## config.mk

```make
export PLATFORM = sky130hd
export DESIGN_NAME = gmii_tx_framer
export DESIGN_NICKNAME = d
export VERILOG_FILES = /design/src/rtl/gmii_tx_framer_pkg.sv /design/src/rtl/gmii_tx_framer_crc.sv /design/src/rtl/gmii_tx_framer.sv
export SDC_FILE = /design/constraint.sdc
export NUM_CORES = 1
export LEC_CHECK = 0
export CAP_MARGIN = 20
export CELL_PAD_IN_SITES_DETAIL_PLACEMENT = 2
export CELL_PAD_IN_SITES_GLOBAL_PLACEMENT = 2
export CORE_MARGIN = 4
export CORE_UTILIZATION = 41
export DETAILED_ROUTE_END_ITERATION = 12
export PLACE_DENSITY = 0.84
export SYNTH_ARGS = -nofsm -noshare
export SYNTH_HDL_FRONTEND = slang
export SYNTH_HIERARCHICAL = 1
export SYNTH_SLANG_ARGS = --single-unit
```

## constraint.sdc

```tcl
create_clock -name gmii_gtx_clk -period 5.5 [get_ports gmii_gtx_clk]
set_clock_uncertainty 0.1 [all_clocks]
set_input_delay 1.1 -clock gmii_gtx_clk [delete_from_list [all_inputs] [get_ports gmii_gtx_clk]]
set_output_delay 1.1 -clock gmii_gtx_clk [all_outputs]
set_load 0.03 [all_outputs]
```

## src/rtl/gmii_tx_framer_pkg.sv

```systemverilog
// Shared types and constants for the GMII transmit framer and its CRC step.
package gmii_tx_framer_pkg;

  localparam int unsigned BCNT_W = 16;

  localparam logic [7:0]  PREAMBLE_BYTE = 8'h55;
  localparam logic [7:0]  SFD_BYTE      = 8'hD5;
  localparam logic [31:0] CRC32_POLY    = 32'hEDB88320;
  localparam logic [31:0] CRC32_INIT    = 32'hFFFFFFFF;

  typedef enum logic [2:0] {
    ST_IDLE,
    ST_PRE,
    ST_DATA,
    ST_PAD,
    ST_FCS,
    ST_IFG,
    ST_DRAIN
  } state_e;

  // Show-ahead FIFO head word: end-of-frame flag above the data byte.
  typedef struct packed {
    logic       last;
    logic [7:0] data;
  } fifo_word_t;

endpackage

```

## src/rtl/gmii_tx_framer_crc.sv

```systemverilog
// One-byte step of the reflected Ethernet CRC-32 (LSB-first bit order).
module crc32_d8
  import gmii_tx_framer_pkg::*;
(
  input  logic [31:0] crc,
  input  logic [7:0]  data,
  output logic [31:0] crc_next_c
);

  always_comb begin
    crc_next_c = crc ^ {24'h000000, data};
    for (int i = 0; i < 8; i++) begin
      crc_next_c = crc_next_c[0] ? ((crc_next_c >> 1) ^ CRC32_POLY) : (crc_next_c >> 1);
    end
  end

endmodule

```

## src/rtl/gmii_tx_framer.sv

```systemverilog
// Frames FIFO bytes for GMII: preamble/SFD, zero padding, FCS and inter-frame gap.
module gmii_tx_framer
  import gmii_tx_framer_pkg::*;
#(
  parameter int unsigned PRE_LEN     = 7,
  parameter int unsigned MIN_PAYLOAD = 60,
  parameter int unsigned IFG_LEN     = 12
) (
  input  logic       gmii_gtx_clk,
  input  logic       sys_rst,
  input  logic       frm_rdy,
  input  logic       rd_empty,
  input  logic [8:0] rd_data,
  output logic       rd_en,
  output logic       fifo_dv,
  output logic [7:0] fifo_din,
  output logic       underrun
);

  localparam int unsigned PI_MAX   = (PRE_LEN > IFG_LEN) ? PRE_LEN : IFG_LEN;
  localparam int unsigned CNT_MAX  = (PI_MAX > 3) ? PI_MAX : 3;
  localparam int unsigned CNT_W    = $clog2(CNT_MAX + 1);
  localparam int unsigned IFG_LAST = (IFG_LEN > 0) ? IFG_LEN - 1 : 0;

  state_e              state_q, state_d;
  logic [CNT_W-1:0]    cnt_q, cnt_d;
  logic [BCNT_W-1:0]   byte_cnt_q, byte_cnt_d, byte_cnt_inc;
  logic [31:0]         crc_q, crc_d, crc_next_c, fcs_word;
  logic                dv_q, dv_d, underrun_q, underrun_d;
  logic [7:0]          din_q, din_d, crc_byte;
  fifo_word_t          word;

  assign word         = fifo_word_t'(rd_data);
  assign fcs_word     = ~crc_q;
  assign byte_cnt_inc = (byte_cnt_q == {BCNT_W{1'b1}}) ? byte_cnt_q : byte_cnt_q + BCNT_W'(1);

  crc32_d8 u_crc (
    .crc        (crc_q),
    .data       (crc_byte),
    .crc_next_c (crc_next_c)
  );

  // Next-state, pop strobe and next output byte.
  always_comb begin
    state_d    = state_q;
    cnt_d      = cnt_q;
    byte_cnt_d = byte_cnt_q;
    crc_d      = crc_q;
    dv_d       = 1'b0;
    din_d      = 8'h00;
    underrun_d = 1'b0;
    rd_en      = 1'b0;
    crc_byte   = 8'h00;
    case (state_q)
      ST_IDLE: begin
        if (frm_rdy) begin
          dv_d    = 1'b1;
          din_d   = PREAMBLE_BYTE;
          cnt_d   = CNT_W'(1);
          state_d = ST_PRE;
        end
      end
      ST_PRE: begin
        dv_d = 1'b1;
        if (cnt_q < CNT_W'(PRE_LEN)) begin
          din_d = PREAMBLE_BYTE;
          cnt_d = cnt_q + CNT_W'(1);
        end else begin
          din_d      = SFD_BYTE;
          cnt_d      = '0;
          byte_cnt_d = '0;
          crc_d      = CRC32_INIT;
          state_d    = ST_DATA;
        end
      end
      ST_DATA: begin
        if (rd_empty) begin
          underrun_d = 1'b1;
          state_d    = ST_DRAIN;
        end else begin
          rd_en      = 1'b1;
          dv_d       = 1'b1;
          din_d      = word.data;
          crc_byte   = word.data;
          crc_d      = crc_next_c;
          byte_cnt_d = byte_cnt_inc;
          if (word.last) begin
            cnt_d   = '0;
            state_d = (byte_cnt_inc < BCNT_W'(MIN_PAYLOAD)) ? ST_PAD : ST_FCS;
          end
        end
      end
      ST_PAD: begin
        dv_d       = 1'b1;
        crc_d      = crc_next_c;
        byte_cnt_d = byte_cnt_inc;
        if (byte_cnt_inc >= BCNT_W'(MIN_PAYLOAD)) begin
          state_d = ST_FCS;
        end
      end
      ST_FCS: begin
        dv_d  = 1'b1;
        din_d = fcs_word[{cnt_q[1:0], 3'b000} +: 8];
        if (cnt_q[1:0] == 2'd3) begin
          cnt_d   = '0;
          state_d = ST_IFG;
        end else begin
          cnt_d = cnt_q + CNT_W'(1);
        end
      end
      ST_IFG: begin
        if (cnt_q >= CNT_W'(IFG_LAST)) begin
          cnt_d   = '0;
          state_d = ST_IDLE;
        end else begin
          cnt_d = cnt_q + CNT_W'(1);
        end
      end
      ST_DRAIN: begin
        if (!rd_empty) begin
          rd_en = 1'b1;
          if (word.last) begin
            cnt_d   = '0;
            state_d = ST_IFG;
          end
        end
      end
      default: state_d = ST_IDLE;
    endcase
  end

  always_ff @(posedge gmii_gtx_clk) begin
    if (sys_rst) begin
      state_q    <= ST_IDLE;
      cnt_q      <= '0;
      byte_cnt_q <= '0;
      crc_q      <= CRC32_INIT;
      dv_q       <= 1'b0;
      din_q      <= 8'h00;
      underrun_q <= 1'b0;
    end else begin
      state_q    <= state_d;
      cnt_q      <= cnt_d;
      byte_cnt_q <= byte_cnt_d;
      crc_q      <= crc_d;
      dv_q       <= dv_d;
      din_q      <= din_d;
      underrun_q <= underrun_d;
    end
  end

  assign fifo_dv  = dv_q;
  assign fifo_din = din_q;
  assign underrun = underrun_q;

endmodule
```

==> impl.org <==
** Logic synthesis
- Distinct cell type count after synthesis :: 65
- The largest total area in the synthesized netlist belongs to sky130_fd_sc_hd__dfxtp_1.
- Gate Count Post-Synth :: 492
- When the netlist entered floorplanning its net count stood at 508.
- Asr flop ratio synth :: 0
- Post-Synthesis Mean Instance Area :: 9.041 sq um
- Main combinational cell family by area after synthesis :: simple AND/OR/NAND/NOR gates
- Of the total synthesized cell area, the portion taken by AND, OR, NAND and NOR gates is 0.2149.
- Xor and xnor area share after synthesis :: 0.2143
- The synthesized design contains 65 register bits.
- Portion of netlist area occupied by mux cells :: 0.04754
- After synthesis the cells add up to 0.004448 sq mm.
- During synthesis, Yosys emitted a total of 6 warnings.
- Sorting the synthesized cells by area gives the leading types as sky130_fd_sc_hd__dfxtp_1, sky130_fd_sc_hd__o21bai_1, sky130_fd_sc_hd__xnor2_1.
- Share of the yosys chip area belonging to registers :: 0.2925
- In this run, synthesis inferred 0 flip-flops with an integrated enable.
- The share of the synthesized area in compound gates (AO/OA/AOI/OAI) was 0.1764.
- For this run, the leading register cell type out of synthesis is sky130_fd_sc_hd__dfxtp_1.
- Of the total synthesized cell area, the portion taken by full adders, half adders and majority gates is 0.01069.
- Post-synth top area share :: 0.2925

** Clock tree
- Buffer count from post-CTS setup fixing :: 0
- TritonCTS sink count :: 65
- For this design, the CTS-stage hold fixing added 0 buffers.
- Number of instances resized during post-cts repair :: 0
- CTS tree :: built
- H-tree levels :: 3
- Clk buf depth :: 2
- After clock tree synthesis, the clock-pin slew on the worst setup and hold paths is 0.08 ns.
- The clock reaches the later pin of the worst-skew pair after 0.35 ns.
- Clock tree synthesis inserted a total of 9 buffers.
- Clock root buffer master :: sky130_fd_sc_hd__clkbuf_8

** Timing
- Pins Over Slew Limit :: 0
- Setup repair after global routing left no endpoint under its margin.
- Setup violations remaining at the end of the flow were counted as 0.
- Post-route setup TNS :: 0 ns
- The number of hold-slack violations in the final timing report is 0.
- Maximum operating frequency :: 234.5 MHz
- Period minus WS final :: 4.264 ns
- The worst pin sits at a relative slew slack of 0.3576.
- Worst Max-Slew Pin Slew :: 0.9623 ns
- Hold WS :: 0.4307 ns
- Dividing the final minimum period by the clock period gives 0.7752.

** Global route
- In the global route stage, met1 resource usage came out at 0.3148.
- The initial antenna violation count is 0.
- The number of global-route vias before repair is 4016.
- The first global-routing pass estimated 22980 microns of wire.
- Grt ovf :: 0
- GRT met3 Usage :: 0.02803
- Entering global routing, the biggest net connects 60 pins.
- For met2 alone, demand over resource in global routing was 0.3822.
- Most crowded layer after global routing :: met2
- Global Route Usage Sum :: 0.2300

** Placed design
- After legalization and detailed placement, the total HPWL measured 9630 microns.
- At the end of routability-driven placement, the weighted congestion stood at 0.8016.
- IO Port Bufs :: 23

** Drt
- In this run the remaining antenna-violating nets after routing total 0.
- Via count of the routed design :: 3788
- In the routed design, unresolved DRC markers number 0.
- Using the TritonRoute via totals, the vias-per-cell ratio works out to 5.975.
- The first detailed-routing pass took 5 iterations.
- Count of routing violations after the opening detailed-route iteration :: 194
- After detailed routing, the average wire length per cell comes to 22.48 microns.
- Wire length after detailed routing :: 14250 microns

** Die
- Die width :: 112.2 microns
- The initial utilization of the core area, before any placement, comes to 0.4251.
- Floorplan die area :: 0.01258 sq mm
- Row Count :: 37
- I/O pin cnt :: 24
- The core region is 0.01046 sq mm.
- Measured along the y axis, the die boundary spans 112.2 microns.

** Worst setup path
- By startpoint and endpoint, the worst setup path is classified as primary input to flip-flop.
- Endpoint type of the worst setup path :: flip-flop
- STA puts the critical path data required time at 5.64 ns.
- CP top delay family :: simple AND/OR/NAND/NOR gates
- In this run the worst path has a maximum fanout of 8.
- The critical path contains buffers and inverters numbering 2 combined.
- STA classifies the critical path startpoint as a primary input.
- For this design, the slowest cell found on the critical path is sky130_fd_sc_hd__nor3_1.
- On the worst path, the slowest cell contributes a delay of 0.79 ns.
- Data arrives at the worst endpoint at 4.40 ns.
- The signal on the critical path passes through clkdlybuf4s50_1, nor3_1, nand2_1, inv_1, xnor2_2, xnor2_2, xnor3_1, nor3_1, o21bai_1.

** Final layout
- The repair_antennas step left the layout with diodes totalling 0.
- Multi-input logic area :: 0.002960 sq mm
- Filler cell count in the final layout :: 1127
- Share of layout cells above drive strength 1 :: 0.09639
- Net total in the final layout :: 509
- The sequential cells in the finished layout cover a total of 0.001301 sq mm.
- Area growth syn-to-layout :: 10.49%

** Power and ir drop
- Overall power :: 1542 uW
- The analysis attributes to cell leakage a power of 0.001884 uW.
- IR analysis of the VDD net gives a maximum drop of 142.5 uV.
- In this run the power density over the cells is 313.8 mW/mm^2.

** Run
- Max-cap violations in this run came to 0.

** Run status
- The flow ran to the end, and the final reports show no timing, DRC or antenna violations.

** Worst hold path
- Worst hold path type :: flip-flop to flip-flop
==> area by class of cell <==
type / count / share of cell area
multi-input cells: 379 / 0.6023
clock buffers: 13 / 0.03233
clock inverters: 3 / 0.003055
well taps: 136 / 0.03462
flip-flops and latches: 65 / 0.2648
inverters: 11 / 0.008401
repair buffers: 27 / 0.05448
==> routing by layer <==
layer / routed length, microns / part of all wire
met1: 6575 / 0.46
met5: 0 / 0
met4: 189 / 0.013
met3: 642 / 0.045
met2: 6843 / 0.48
==> Yosys cell counts, types with 3 or more instances <==
cell type	instances
sky130_fd_sc_hd__a211oi_1	8
sky130_fd_sc_hd__a21oi_1	21
sky130_fd_sc_hd__a22oi_1	3
sky130_fd_sc_hd__a31oi_1	8
sky130_fd_sc_hd__a41oi_1	3
sky130_fd_sc_hd__and2_1	8
sky130_fd_sc_hd__and4_1	4
sky130_fd_sc_hd__buf_2	7
sky130_fd_sc_hd__clkbuf_1	26
sky130_fd_sc_hd__dfxtp_1	65
sky130_fd_sc_hd__ha_1	3
sky130_fd_sc_hd__inv_1	10
sky130_fd_sc_hd__mux4_2	8
sky130_fd_sc_hd__nand2_1	21
sky130_fd_sc_hd__nand2b_1	13
sky130_fd_sc_hd__nand3_1	10
sky130_fd_sc_hd__nand4_1	3
sky130_fd_sc_hd__nor2_1	58
sky130_fd_sc_hd__nor2b_1	4
sky130_fd_sc_hd__nor3_1	44
sky130_fd_sc_hd__o21ai_0	15
sky130_fd_sc_hd__o21bai_1	33
sky130_fd_sc_hd__o221ai_1	3
sky130_fd_sc_hd__or3_1	5
sky130_fd_sc_hd__xnor2_1	28
sky130_fd_sc_hd__xnor2_2	7
sky130_fd_sc_hd__xnor2_4	3
sky130_fd_sc_hd__xnor3_1	10
sky130_fd_sc_hd__xor2_1	9
sky130_fd_sc_hd__xor3_1	7
==> layout by cell type (no fill, tap or decap), types with 9 or more instances in the layout <==
cell / synthesis / final
sky130_fd_sc_hd__xnor2_1: 28 / 28
sky130_fd_sc_hd__o21bai_1: 33 / 33
sky130_fd_sc_hd__nand2_1: 21 / 21
sky130_fd_sc_hd__dfxtp_1: 65 / 65
sky130_fd_sc_hd__inv_1: 10 / 10
sky130_fd_sc_hd__nor3_1: 44 / 43
sky130_fd_sc_hd__a21oi_1: 21 / 21
sky130_fd_sc_hd__nand3_1: 10 / 10
sky130_fd_sc_hd__xnor3_1: 10 / 10
sky130_fd_sc_hd__clkdlybuf4s50_1: 0 / 22
sky130_fd_sc_hd__nor2_1: 58 / 58
sky130_fd_sc_hd__clkbuf_8: 0 / 11
sky130_fd_sc_hd__nand2b_1: 13 / 12
sky130_fd_sc_hd__o21ai_0: 15 / 15
sky130_fd_sc_hd__xor2_1: 9 / 9
==> registers in the layout, indices dropped and copies added, names as in the netlist <==
| signal | flops |
|---|---|
| crc_q | 32 |
| underrun | 1 |
| fifo_din | 8 |
| state_q | 3 |
| byte_cnt_q | 16 |
| cnt_q | 4 |
| fifo_dv | 1 |
==> stage by stage <==
stage	setup slack [ns]	std cells	util	area, sq um
final	1.236	634	0.4697	4915
after global routing	0.9289	634	0.4697	4915
after CTS	1.203	633	0.4678	4895
after detailed placement	0.8957	617	0.4512	4721
after global placement	1.180	617	0.4512	4721
after floorplan	2.149	492	-	4448
==> power breakdown <==
part           internal (uW)  total, uW  switching [uW]
clock network            187        377             190
logic                    261        594             333
registers                499        572            72.8
total                    947       1540             595
==> kinds of logic (layout without fill, tap and decap cells) <==
kind of cell	Yosys count	after routing
flops	65	65
xor+xnor	66	66
mux	11	11
compound gates	114	114
fa+ha+maj	4	4
buf+inv	48	54
simple gates	184	184
==> tightest hold or removal path, stage by stage (launching register included) <==
cell and delay, ns:
sky130_fd_sc_hd__dfxtp_1 0.35, sky130_fd_sc_hd__nand2b_1 0.08, sky130_fd_sc_hd__a21oi_1 0.06
==> worst paths after layout <==
path	start	cells past startpoint	end	slack, ns
worst max-delay path	rd_empty	9	crc_q[18]	1.24
worst min-delay path	cnt_q[3]	2	cnt_q[3]	0.43
worst max register to register	state_q[1]	9	crc_q[18]	1.38
worst min register to register	cnt_q[3]	2	cnt_q[3]	0.43
(Power assumes the default switching activity.)
